<file path="src/rtl/alu_stim_sequencer.sv">
// Stimulus sequencer for a downstream ALU stage: walks every opcode and issues one
// corner vector followed by LFSR-derived operand vectors, each held for HOLD cycles.
module alu_stim_sequencer #(
    parameter int unsigned     N           = 5,
    parameter int unsigned     NUM_OPS     = 10,
    parameter int unsigned     VECS_PER_OP = 4,
    parameter int unsigned     HOLD        = 2,
    parameter logic [2*N-1:0]  SEED        = 10'h2A5,
    parameter logic [2*N-1:0]  TAPS        = 10'h240
) (
    input  logic                                      clk,
    input  logic                                      rst,
    input  logic                                      start,
    input  logic                                      abort,
    output logic [N-1:0]                              A,
    output logic [N-1:0]                              B,
    output logic [3:0]                                sel,
    output logic                                      vec_valid,
    output logic                                      busy,
    output logic                                      done,
    output logic [$clog2(NUM_OPS*VECS_PER_OP+1)-1:0]  vec_count
);

    localparam int unsigned LW = 2 * N;
    localparam int unsigned CW = $clog2(NUM_OPS * VECS_PER_OP + 1);
    localparam int unsigned HW = (HOLD > 1) ? $clog2(HOLD) : 1;
    localparam int unsigned IW = (VECS_PER_OP > 1) ? $clog2(VECS_PER_OP) : 1;

    localparam logic [LW-1:0] SEED_EFF  = (SEED == '0) ? LW'(1) : SEED;
    localparam logic [HW-1:0] HOLD_LAST = HW'(HOLD - 1);
    localparam logic [IW-1:0] IDX_LAST  = IW'(VECS_PER_OP - 1);
    localparam logic [3:0]    SEL_LAST  = 4'(NUM_OPS - 1);

    typedef enum logic [1:0] {
        S_IDLE = 2'd0,
        S_RUN  = 2'd1,
        S_DONE = 2'd2
    } state_t;

    state_t          r_state, w_state;
    logic [LW-1:0]   r_lfsr,  w_lfsr, w_lfsr_adv;
    logic [HW-1:0]   r_hold,  w_hold;
    logic [IW-1:0]   r_idx,   w_idx;
    logic [3:0]      r_sel,   w_sel;
    logic [N-1:0]    r_a,     w_a;
    logic [N-1:0]    r_b,     w_b;
    logic            r_valid, w_valid;
    logic            r_busy,  w_busy;
    logic            r_done,  w_done;
    logic [CW-1:0]   r_count, w_count;

    // Fibonacci step; a zero result is forced back to 1 so the generator cannot lock up
    function automatic logic [LW-1:0] lfsr_step(input logic [LW-1:0] s);
        logic [LW-1:0] n;
        n = {s[LW-2:0], ^(s & TAPS)};
        if (n == '0) n = LW'(1);
        return n;
    endfunction

    always_ff @(posedge clk) begin
        if (rst) r_state <= S_IDLE;
        else     r_state <= w_state;
    end

    always_ff @(posedge clk) begin
        if (rst) begin
            r_lfsr  <= SEED_EFF;
            r_hold  <= '0;
            r_idx   <= '0;
            r_sel   <= '0;
            r_a     <= '0;
            r_b     <= '0;
            r_valid <= 1'b0;
            r_busy  <= 1'b0;
            r_done  <= 1'b0;
            r_count <= '0;
        end else begin
            r_lfsr  <= w_lfsr;
            r_hold  <= w_hold;
            r_idx   <= w_idx;
            r_sel   <= w_sel;
            r_a     <= w_a;
            r_b     <= w_b;
            r_valid <= w_valid;
            r_busy  <= w_busy;
            r_done  <= w_done;
            r_count <= w_count;
        end
    end

    always_comb begin
        w_state    = r_state;
        w_lfsr     = r_lfsr;
        w_lfsr_adv = r_lfsr;
        w_hold     = r_hold;
        w_idx      = r_idx;
        w_sel      = r_sel;
        w_a        = r_a;
        w_b        = r_b;
        w_valid    = r_valid;
        w_busy     = r_busy;
        w_done     = 1'b0;
        w_count    = r_count;

        case (r_state)
            S_IDLE: begin
                w_valid = 1'b0;
                w_busy  = 1'b0;
                if (start && !abort) begin
                    w_state = S_RUN;
                    w_lfsr  = SEED_EFF;
                    w_hold  = '0;
                    w_idx   = '0;
                    w_sel   = '0;
                    w_a     = '1;
                    w_b     = N'(1);
                    w_valid = 1'b1;
                    w_busy  = 1'b1;
                    w_count = CW'(1);
                end
            end
            S_RUN: begin
                if (abort) begin
                    w_state = S_IDLE;
                    w_valid = 1'b0;
                    w_busy  = 1'b0;
                    w_hold  = '0;
                    w_idx   = '0;
                end else if (r_hold != HOLD_LAST) begin
                    w_hold = r_hold + HW'(1);
                end else begin
                    // corner vectors (index 0) do not consume an LFSR state
                    w_hold     = '0;
                    w_lfsr_adv = (r_idx != '0) ? lfsr_step(r_lfsr) : r_lfsr;
                    w_lfsr     = w_lfsr_adv;
                    if (r_idx == IDX_LAST && r_sel == SEL_LAST) begin
                        w_state = S_DONE;
                        w_valid = 1'b0;
                        w_busy  = 1'b0;
                        w_done  = 1'b1;
                        w_idx   = '0;
                    end else begin
                        if (r_idx == IDX_LAST) begin
                            w_idx = '0;
                            w_sel = r_sel + 4'd1;
                            w_a   = '1;
                            w_b   = N'(1);
                        end else begin
                            w_idx = r_idx + IW'(1);
                            w_a   = w_lfsr_adv[LW-1:N];
                            w_b   = w_lfsr_adv[N-1:0];
                        end
                        w_count = r_count + CW'(1);
                    end
                end
            end
            S_DONE: begin
                w_state = S_IDLE;
                w_valid = 1'b0;
                w_busy  = 1'b0;
            end
            default: begin
                w_state = S_IDLE;
                w_valid = 1'b0;
                w_busy  = 1'b0;
            end
        endcase
    end

    assign A         = r_a;
    assign B         = r_b;
    assign sel       = r_sel;
    assign vec_valid = r_valid;
    assign busy      = r_busy;
    assign done      = r_done;
    assign vec_count = r_count;

endmodule

</file>
<file path="config.mk">
export PLATFORM = sky130hd
export DESIGN_NAME = alu_stim_sequencer
export DESIGN_NICKNAME = d
export VERILOG_FILES = /design/src/rtl/alu_stim_sequencer.sv
export SDC_FILE = /design/constraint.sdc
export NUM_CORES = 1
export LEC_CHECK = 0
export CAP_MARGIN = 20
export CORE_MARGIN = 5
export CORE_UTILIZATION = 50
export DETAILED_ROUTE_END_ITERATION = 16
export GPL_ROUTABILITY_DRIVEN = 0
export HOLD_SLACK_MARGIN = 0.02
export PLACE_DENSITY = 0.8
export SLEW_MARGIN = 20
export SYNTH_ARGS = -nofsm -noshare
export SYNTH_HDL_FRONTEND = slang
export SYNTH_SLANG_ARGS = --single-unit
</file>
<file path="constraint.sdc">
create_clock -name clk -period 3.2 [get_ports clk]
set_clock_uncertainty 0.05 [all_clocks]
set_input_delay 0.64 -clock clk [delete_from_list [all_inputs] [get_ports clk]]
set_output_delay 0.64 -clock clk [all_outputs]
set_load 0.03 [all_outputs]
</file>
==> results of run 1 <==
## tightest hold or removal path: cells and delay by family (launching register included)
kind / cells / cell delay [ps]
AO/OA/AOI/OAI: 1 / 50
flip-flops: 1 / 330
AND/OR/NAND/NOR: 1 / 90
## per-stage QoR
stage / total power (W) / cells / area [µm²] / setup WS (ps)
finish: 0.000901 / 260 / 2080 / 805
global route: 0.000939 / 260 / 2080 / 741
CTS: 0.000904 / 260 / 2080 / 840
detailed placement: 0.000599 / 253 / 2010 / 479
global placement: 0.000597 / 253 / 2010 / 573
floorplan: 0.000565 / 189 / 1720 / 1010
## cell usage after synthesis, types with 4 or more instances
cell type,number,area share
ha_1,5,0.036
a21oi_1,11,0.032
o21ai_0,5,0.015
dfxtp_1,37,0.43
a22oi_1,9,0.039
nand3_1,6,0.017
nor2_1,24,0.052
clkbuf_1,4,0.0087
nand2_1,9,0.020
mux2i_1,6,0.035
inv_1,7,0.015
a211oi_1,4,0.017
mux2_2,8,0.052
## cells by family after synthesis
| group | synth area share |
|---|---|
| DFF | 0.430 |
| muxes | 0.0871 |
| xor gates and xnor gates | 0.00508 |
| AOI/OAI and AO/OA | 0.197 |
| and+or+nand+nor | 0.194 |
| adders and majority gates | 0.0363 |
| buffers and inverters | 0.0501 |
## registers in the layout (all words and copies together) (netlist names)
signal     count
A              5
busy           1
sel            4
r_idx          2
B              5
r_lfsr        10
r_hold         1
vec_count      6
r_state        2
done           1
## layer usage
layer / GRT usage / share of wire / up-vias
met4: 0.0633 / 0.012 / 0
met2: 0.275 / 0.46 / 38
met3: 0.0502 / 0.046 / 7
li1: - / - / 742
met1: 0.229 / 0.48 / 707
met5: 0 / 0 / -
## power by group
| part | internal, W | switching, W | leakage, nW |
|---|---|---|---|
| sequential | 0.000472 | 0.0000119 | 0.300 |
| combinational | 0.0000419 | 0.0000631 | 0.434 |
| clock | 0.000159 | 0.000152 | 0.0410 |
| total | 0.000674 | 0.000227 | 0.776 |
## layout make-up
cell class	instances	area, µm²	area share
timing repair buffer	30	290	0.139
clock buffer	5	37.5	0.0180
sequential	37	741	0.355
tap	46	57.6	0.0276
multi-input combinational	133	897	0.430
inverter	7	26.3	0.0126
clock inverter	2	35.0	0.0168
## worst max path at each step
stage	from	end	slack, ps
2_1_floorplan	sel[1]	vec_count[2]	1010
3_5_place_dp	abort	sel[0]	480
6_report	abort	sel[0]	810
4_1_cts	abort	sel[0]	840
5_1_grt	abort	sel[0]	740
3_3_place_gp	abort	sel[1]	570
==> impl_metrics.json, run 1 <==
{
  "status": "finished clean",
  "min_period_ps": 2390,
  "syn_nets": 198,
  "nNetsFinal": 223,
  "hold_viol": 0,
  "tns_ps": 0,
  "die_h_um": 68.7,
  "worstHoldEndpoint": "B[0]",
  "crit-reg2reg-launch": "r_state[0]",
  "clock_latency_ps": 340,
  "p_per_area_mw_per_mm2": 432,
  "drt_iter0_markers": 96,
  "drt-wirelength-per-cell_um": 14.5,
  "rows": 21,
  "rsz0062_at_grt": "no",
  "synthArstFlopShare": 0,
  "reg2reg_depth": 4,
  "drive_above_1_share": 0.107,
  "whs_path_depth": 2,
  "drt-vias-per-instance": 5.75,
  "root_buffer": "clkbuf_4",
  "fill_cells": 318,
  "cts_hold_buf": 0,
  "drt_first_pass_iters": 4,
  "final_antenna_net_count": 0,
  "cts_tree": "yes",
  "areaGrowthSynthToFinish_pct": 20.9,
  "path_clk_slew_ps": 120,
  "whs_ps": 456,
  "crit_fanout": 9,
  "crit_path_end_kind": "register",
  "numCtsBuffers": 5,
  "hpwlAfterDp_um": 2690,
  "r2r_end": "vec_count[3]",
  "die_x_um": 68.7,
  "post-route-period-util": 0.748,
  "critPathKind": "in -> reg",
  "htreeDepth": 2,
  "synth_seq_cells": 37,
  "slew_headroom": 0.539,
  "antenna_cells": 0,
  "cp_data_required_time_ps": 3420,
  "worstSetupPathDepth": 5,
  "routed_wl_um": 3770,
  "layout_common_cells": "37 x dfxtp_1, 26 x clkdlybuf4s50_1, 24 x nor2_1",
  "avgSynthCellArea_um2": 9.12,
  "fmax_mhz": 418,
  "rrSetupSlack_ps": 1000,
  "ys_seq_area_frac": 0.430,
  "yosys_warnings": 0,
  "grt_first_pass_wirelength_um": 6190,
  "hold_start": "B[0]",
  "core-area_mm2": 0.00334,
  "synth.distinct_cells": 45,
  "pin_count": 27,
  "synth_flop_cell": "dfxtp_1",
  "cp_num_buf_inv": 1,
  "syn-cell-area_mm2": 0.00172,
  "finalSetupViolations": 0,
  "io_buffer_count": 26,
  "start_kind": "primary input",
  "vias": 1494,
  "ctsResizeCount": 0,
  "critPathTopFamily": "simple AND/OR/NAND/NOR gates",
  "drv_cap": 0,
  "drc": 0,
  "grt_overflow": 0,
  "antenna_found_initial": 0,
  "postLayoutCoreUtil": 0.625,
  "power_leakage_nw": 0.776,
  "synth_cells": 189,
  "final_common_cell": "dfxtp_1",
  "drv_slew": 0,
  "clock_tree.buffer_depth": 2,
  "irDropWorstVdd_mv": 0.269,
  "initial_utilization": 0.517,
  "cts.sinks": 37,
  "worstMarginPinSlew_ps": 691,
  "slowest_delay_ps": 590,
  "grt_max_degree": 28,
  "cts_setup_buffers": 0,
  "critPathSlowestCell": "clkdlybuf4s50_1",
  "dieArea_mm2": 0.00472,
  "grt_pass1_vias": 1345,
  "critPathArrivalTime_ps": 2620,
  "hp-class": "reg -> reg",
  "synth_edf_count": 0,
  "track_usage": 0.176,
  "crit_chain": "clkdlybuf4s50_1, nor2_1, and3_1, or3b_1, a21oi_1"
}
Note: power is estimated with default switching activity, not from simulation.
==> inputs of run 2 (changes only) <==
clock period = 2.4 ns   (was 3.2 ns; I/O delays follow)
==> run 2 against run 1 <==
Effect of this change:
- highest routed layer unchanged
- wire length up 1.6%
- critical endpoint is now vec_count[3]
- power up 38%
- cell count up 3.1%
- sequential power up 33%
- clock power up 45%
- design area up 3.3%
- setup slack worse by 540 ps
==> impl_metrics.json, run 2 (synthesized netlist as in run 1, its figures left out) <==
{
  "crit_path_end_kind": "register",
  "drc": 0,
  "cts.sinks": 37,
  "hold_viol": 0,
  "routed_wl_um": 3820,
  "critPathKind": "reg -> reg",
  "grt_pass1_vias": 1410,
  "p_per_area_mw_per_mm2": 578,
  "crit_fanout": 8,
  "layout_common_cells": "37 x dfxtp_1, 26 x clkdlybuf4s50_1, 24 x nor2_1",
  "largest_reg_flops": 10,
  "slew_headroom": 0.538,
  "p_comb_frac": 0.119,
  "cp_num_buf_inv": 1,
  "fin_cells": 268,
  "core-area_mm2": 0.00334,
  "cp_data_required_time_ps": 2610,
  "min_period_ps": 2140,
  "drt-wirelength-per-cell_um": 14.3,
  "power_frac_seq": 0.519,
  "cts_setup_buffers": 0,
  "cts_hold_buf": 0,
  "tns_ps": 0,
  "irDropWorstVdd_mv": 0.299,
  "worstMarginPinSlew_ps": 683,
  "initial_utilization": 0.517,
  "htreeDepth": 2,
  "ctsResizeCount": 0,
  "drt_iter0_markers": 99,
  "pin_count": 27,
  "io_buffer_count": 26,
  "numCtsBuffers": 5,
  "vias": 1507,
  "drt-vias-per-instance": 5.62,
  "start_kind": "register",
  "power.switching_w": 0.000305,
  "grt_overflow": 0,
  "final_common_cell": "dfxtp_1",
  "fill_cells": 290,
  "slowest_delay_ps": 570,
  "grt_first_pass_wirelength_um": 6530,
  "hp-class": "reg -> reg",
  "power_frac_clock": 0.362,
  "finalSetupViolations": 0,
  "rsz0062_at_grt": "no",
  "p_int_w": 0.000940,
  "fmax_mhz": 468,
  "path_clk_slew_ps": 110,
  "rows": 21,
  "drive_above_1_share": 0.140,
  "p_sw_frac": 0.245,
  "post-route-period-util": 0.891,
  "power_leakage_nw": 0.814,
  "grt_max_degree": 28,
  "crit_chain": "inv_1, ha_1, and4b_1, a2111o_1, or3_1, a21oi_1",
  "antenna_cells": 0,
  "track_usage": 0.182,
  "die_h_um": 68.7,
  "antenna_found_initial": 0,
  "areaGrowthSynthToFinish_pct": 24.9,
  "critPathTopFamily": "compound AO/OA/AOI/OAI gates",
  "drv_cap": 0,
  "hpwlAfterDp_um": 2760,
  "final_antenna_net_count": 0,
  "regMostFlops": "r_lfsr",
  "place_inst": 260,
  "clock_latency_ps": 330,
  "die_x_um": 68.7,
  "root_buffer": "clkbuf_4",
  "drv_slew": 0,
  "status": "finished clean",
  "nNetsFinal": 230,
  "drt_first_pass_iters": 4,
  "critPathArrivalTime_ps": 2350,
  "dieArea_mm2": 0.00472,
  "critPathSlowestCell": "a2111o_1",
  "cts_tree": "yes",
  "clock_tree.buffer_depth": 2
}
-- run 2: changes by cell type in the layout (fill, tap and decap cells not counted) --
| cell | delta |
|---|---|
| clkinvlp_4 | +1 |
| buf_4 | +7 |
| clkbuf_8 | +1 |
| clkinv_2 | -1 |
-- run 2: worst reg2reg max path, delay by kind of cell (launching register included) --
kind,cells,cell delay (ps)
AOI/OAI and AO/OA,2,710
adders and majority gates,1,190
buffers and inverters,1,60
DFF,1,400
and+or+nand+nor,2,670
-- run 2: stage by stage --
step / total power, W / setup slack (ps) / utilization / hold WS, ps / instance area, µm²
after global placement: 0.000805 / 119 / 0.619 / 444 / 2060
after CTS: 0.00125 / 267 / 0.645 / 466 / 2150
after global routing: 0.00131 / 155 / 0.645 / 498 / 2150
after floorplan: 0.000753 / 208 / - / 414 / 1720
final: 0.00124 / 263 / 0.645 / 463 / 2150
after detailed placement: 0.000808 / 86.5 / 0.619 / 450 / 2060
-- run 2: worst paths after layout --
| check | startpoint | to | slack (ps) | cells after the start |
|---|---|---|---|---|
| setup / recovery | sel[1] | vec_count[3] | 260 | 6 |
| hold / removal | vec_count[4] | vec_count[4] | 460 | 2 |
| setup reg to reg | sel[1] | vec_count[3] | 260 | 6 |
| hold reg to reg | vec_count[4] | vec_count[4] | 460 | 2 |
-- run 2: routing by layer --
metal | GRT usage | wire length [µm] | vias up
met4 | 0.0584 | 40 | 0
met1 | 0.242 | 1740 | 704
met3 | 0.0454 | 247 | 2
li1 | - | - | 756
met5 | 0 | 0 | -
met2 | 0.290 | 1800 | 45
-- run 2: layout make-up --
class	count	area, µm²	share of cell area
tap	46	57.6	0.0267
timing repair buffer	37	343	0.159
inverter	7	26.3	0.0122
clock inverter	2	37.5	0.0174
multi-input combinational	133	897	0.417
sequential	37	741	0.344
clock buffer	6	51.3	0.0238
-- run 2: power by group through the flow --
stage / clock, W / combinational (W) / sequential (W)
CTS: 0.000459 / 0.000148 / 0.000646
floorplan: 0 / 0.0000786 / 0.000675
global placement: 0 / 0.000145 / 0.000660
detailed placement: 0 / 0.000148 / 0.000660
finish: 0.000450 / 0.000148 / 0.000646
global route: 0.000496 / 0.000160 / 0.000650
==> inputs of run 3 (changes only) <==
--- a/config.mk
+++ b/config.mk
@@ -8,3 +8,2 @@
 export CAP_MARGIN = 20
-export CORE_MARGIN = 5
 export CORE_UTILIZATION = 50
--- a/constraint.sdc
+++ b/constraint.sdc
@@ -4,2 +4,2 @@
 set_output_delay 0.48 -clock clk [all_outputs]
-set_load 0.03 [all_outputs]
+set_load 0.01 [all_outputs]
==> run 3 against run 2 <==
Effect of this change:
- fmax down 1.9%
- hold slack worse by 8.7 ps
- clock power down 7.6%
- non-clock buffer count down 1
- flip-flop and latch count unchanged
- first-iteration DRC count down 40%
- die area down 22%
- critical path depth unchanged
- sequential power about the same
- cell count down 1.5%
- combinational power down 12%
- via count up 0.40%
- largest cell class unchanged
==> impl_metrics.json, run 3 (synthesized netlist as in run 1, its figures left out) <==
{
  "largest_reg_flops": 10,
  "dieArea_mm2": 0.00369,
  "grt_max_degree": 28,
  "fill_cells": 265,
  "htreeDepth": 2,
  "whs_ps": 454,
  "tns_ps": 0,
  "numCtsBuffers": 5,
  "critPathArrivalTime_ps": 2410,
  "drt-wirelength-per-cell_um": 14.4,
  "core-area_mm2": 0.00315,
  "p_comb_frac": 0.109,
  "die_h_um": 60.7,
  "grt_first_pass_wirelength_um": 6220,
  "final_antenna_net_count": 0,
  "irDropWorstVdd_mv": 0.410,
  "drc": 0,
  "pin_count": 27,
  "slowest_delay_ps": 590,
  "rsz0062_at_grt": "no",
  "reg2reg_depth": 6,
  "routed_wl_um": 3810,
  "slew_headroom": 0.491,
  "drt_first_pass_iters": 4,
  "hp-class": "reg -> reg",
  "io_buffer_count": 26,
  "track_usage": 0.230,
  "ctsResizeCount": 0,
  "p_per_area_mw_per_mm2": 560,
  "rows": 20,
  "grt_pass1_vias": 1403,
  "cts.sinks": 37,
  "cts_hold_buf": 0,
  "start_kind": "register",
  "whs_path_depth": 2,
  "drv_slew": 0,
  "crit_path_end_kind": "register",
  "critPathSlowestCell": "a2111o_1",
  "drt-vias-per-instance": 5.73,
  "final_common_cell": "dfxtp_1",
  "clock_tree.buffer_depth": 2,
  "power_leakage_nw": 0.806,
  "min_period_ps": 2180,
  "cts_setup_buffers": 0,
  "crit_chain": "inv_1, ha_1, and4b_1, a2111o_1, or3_1, a21oi_1",
  "cp_data_required_time_ps": 2630,
  "power.switching_w": 0.000288,
  "drt_iter0_markers": 59,
  "nNetsFinal": 229,
  "antenna_found_initial": 0,
  "root_buffer": "clkbuf_4",
  "p_sw_frac": 0.242,
  "antenna_cells": 0,
  "crit_fanout": 10,
  "fmax_mhz": 459,
  "worstMarginPinSlew_ps": 753,
  "initial_utilization": 0.547,
  "hold_viol": 0,
  "finalSetupViolations": 0,
  "vias": 1513,
  "critPathKind": "reg -> reg",
  "power_frac_clock": 0.349,
  "grt_overflow": 0,
  "power_frac_seq": 0.542,
  "p_int_w": 0.000904,
  "die_x_um": 60.7,
  "path_clk_slew_ps": 110,
  "post-route-period-util": 0.908,
  "drive_above_1_share": 0.132,
  "clock_latency_ps": 340,
  "cts_tree": "yes",
  "drv_cap": 0,
  "areaGrowthSynthToFinish_pct": 23.4,
  "regMostFlops": "r_lfsr",
  "status": "finished clean",
  "layout_common_cells": "37 x dfxtp_1, 26 x clkdlybuf4s50_1, 24 x nor2_1",
  "hpwlAfterDp_um": 2730
}
==> run 3: metrics by stage <==
| stage | cells | total power, W | setup WS [ps] | cell area, µm² | utilization |
|---|---|---|---|---|---|
| after floorplan | 189 | 0.000737 | 363 | 1720 | - |
| after global placement | 257 | 0.000785 | 82.2 | 2050 | 0.652 |
| final | 264 | 0.00119 | 220 | 2130 | 0.675 |
| after global routing | 264 | 0.00123 | 109 | 2130 | 0.675 |
| after CTS | 264 | 0.00120 | 229 | 2130 | 0.675 |
| after detailed placement | 257 | 0.000789 | 46.2 | 2050 | 0.652 |
==> run 3: path summary, 6_finish.rpt <==
kind,from,endpoint,slack (ps)
worst min register to register,A[4],A[4],450
worst max-delay path,sel[1],vec_count[4],220
worst max register to register,sel[1],vec_count[4],220
worst min-delay path,A[4],A[4],450
==> run 3: critical path, delay by kind of cell, from the launching register on <==
family                     cells  cell delay [ps]
AOI/OAI and AO/OA              2              740
and+or+nand+nor                2              680
DFF                            1              400
adders and majority gates      1              180
buffers and inverters          1               60
==> run 3: metal layers <==
metal / vias to the layer above / global-route usage / share of wire
met3: 8 / 0.0448 / 0.032
met5: - / 0 / 0
li1: 752 / - / -
met2: 29 / 0.374 / 0.47
met4: 0 / 0.104 / 0.017
met1: 724 / 0.298 / 0.48
==> run 3: cell type report <==
cell class                      instances  area, µm²  share of cell area
Multi-Input combinational cell        133        897               0.422
Sequential cell                        37        741               0.348
Timing Repair Buffer                   36        335               0.158
Tap cell                               44       55.1              0.0259
Clock buffer                            5       37.5              0.0176
Clock inverter                          2       35.0              0.0165
Inverter                                7       26.3              0.0124
==> run 3: power by group through the flow <==
stage          clock, W  sequential [W]  combinational [W]
2_1_floorplan         0        0.000659          0.0000774
3_3_place_gp          0        0.000659           0.000126
3_5_place_dp          0        0.000660           0.000129
4_1_cts        0.000423        0.000646           0.000130
5_1_grt        0.000442        0.000649           0.000143
6_report       0.000416        0.000646           0.000130
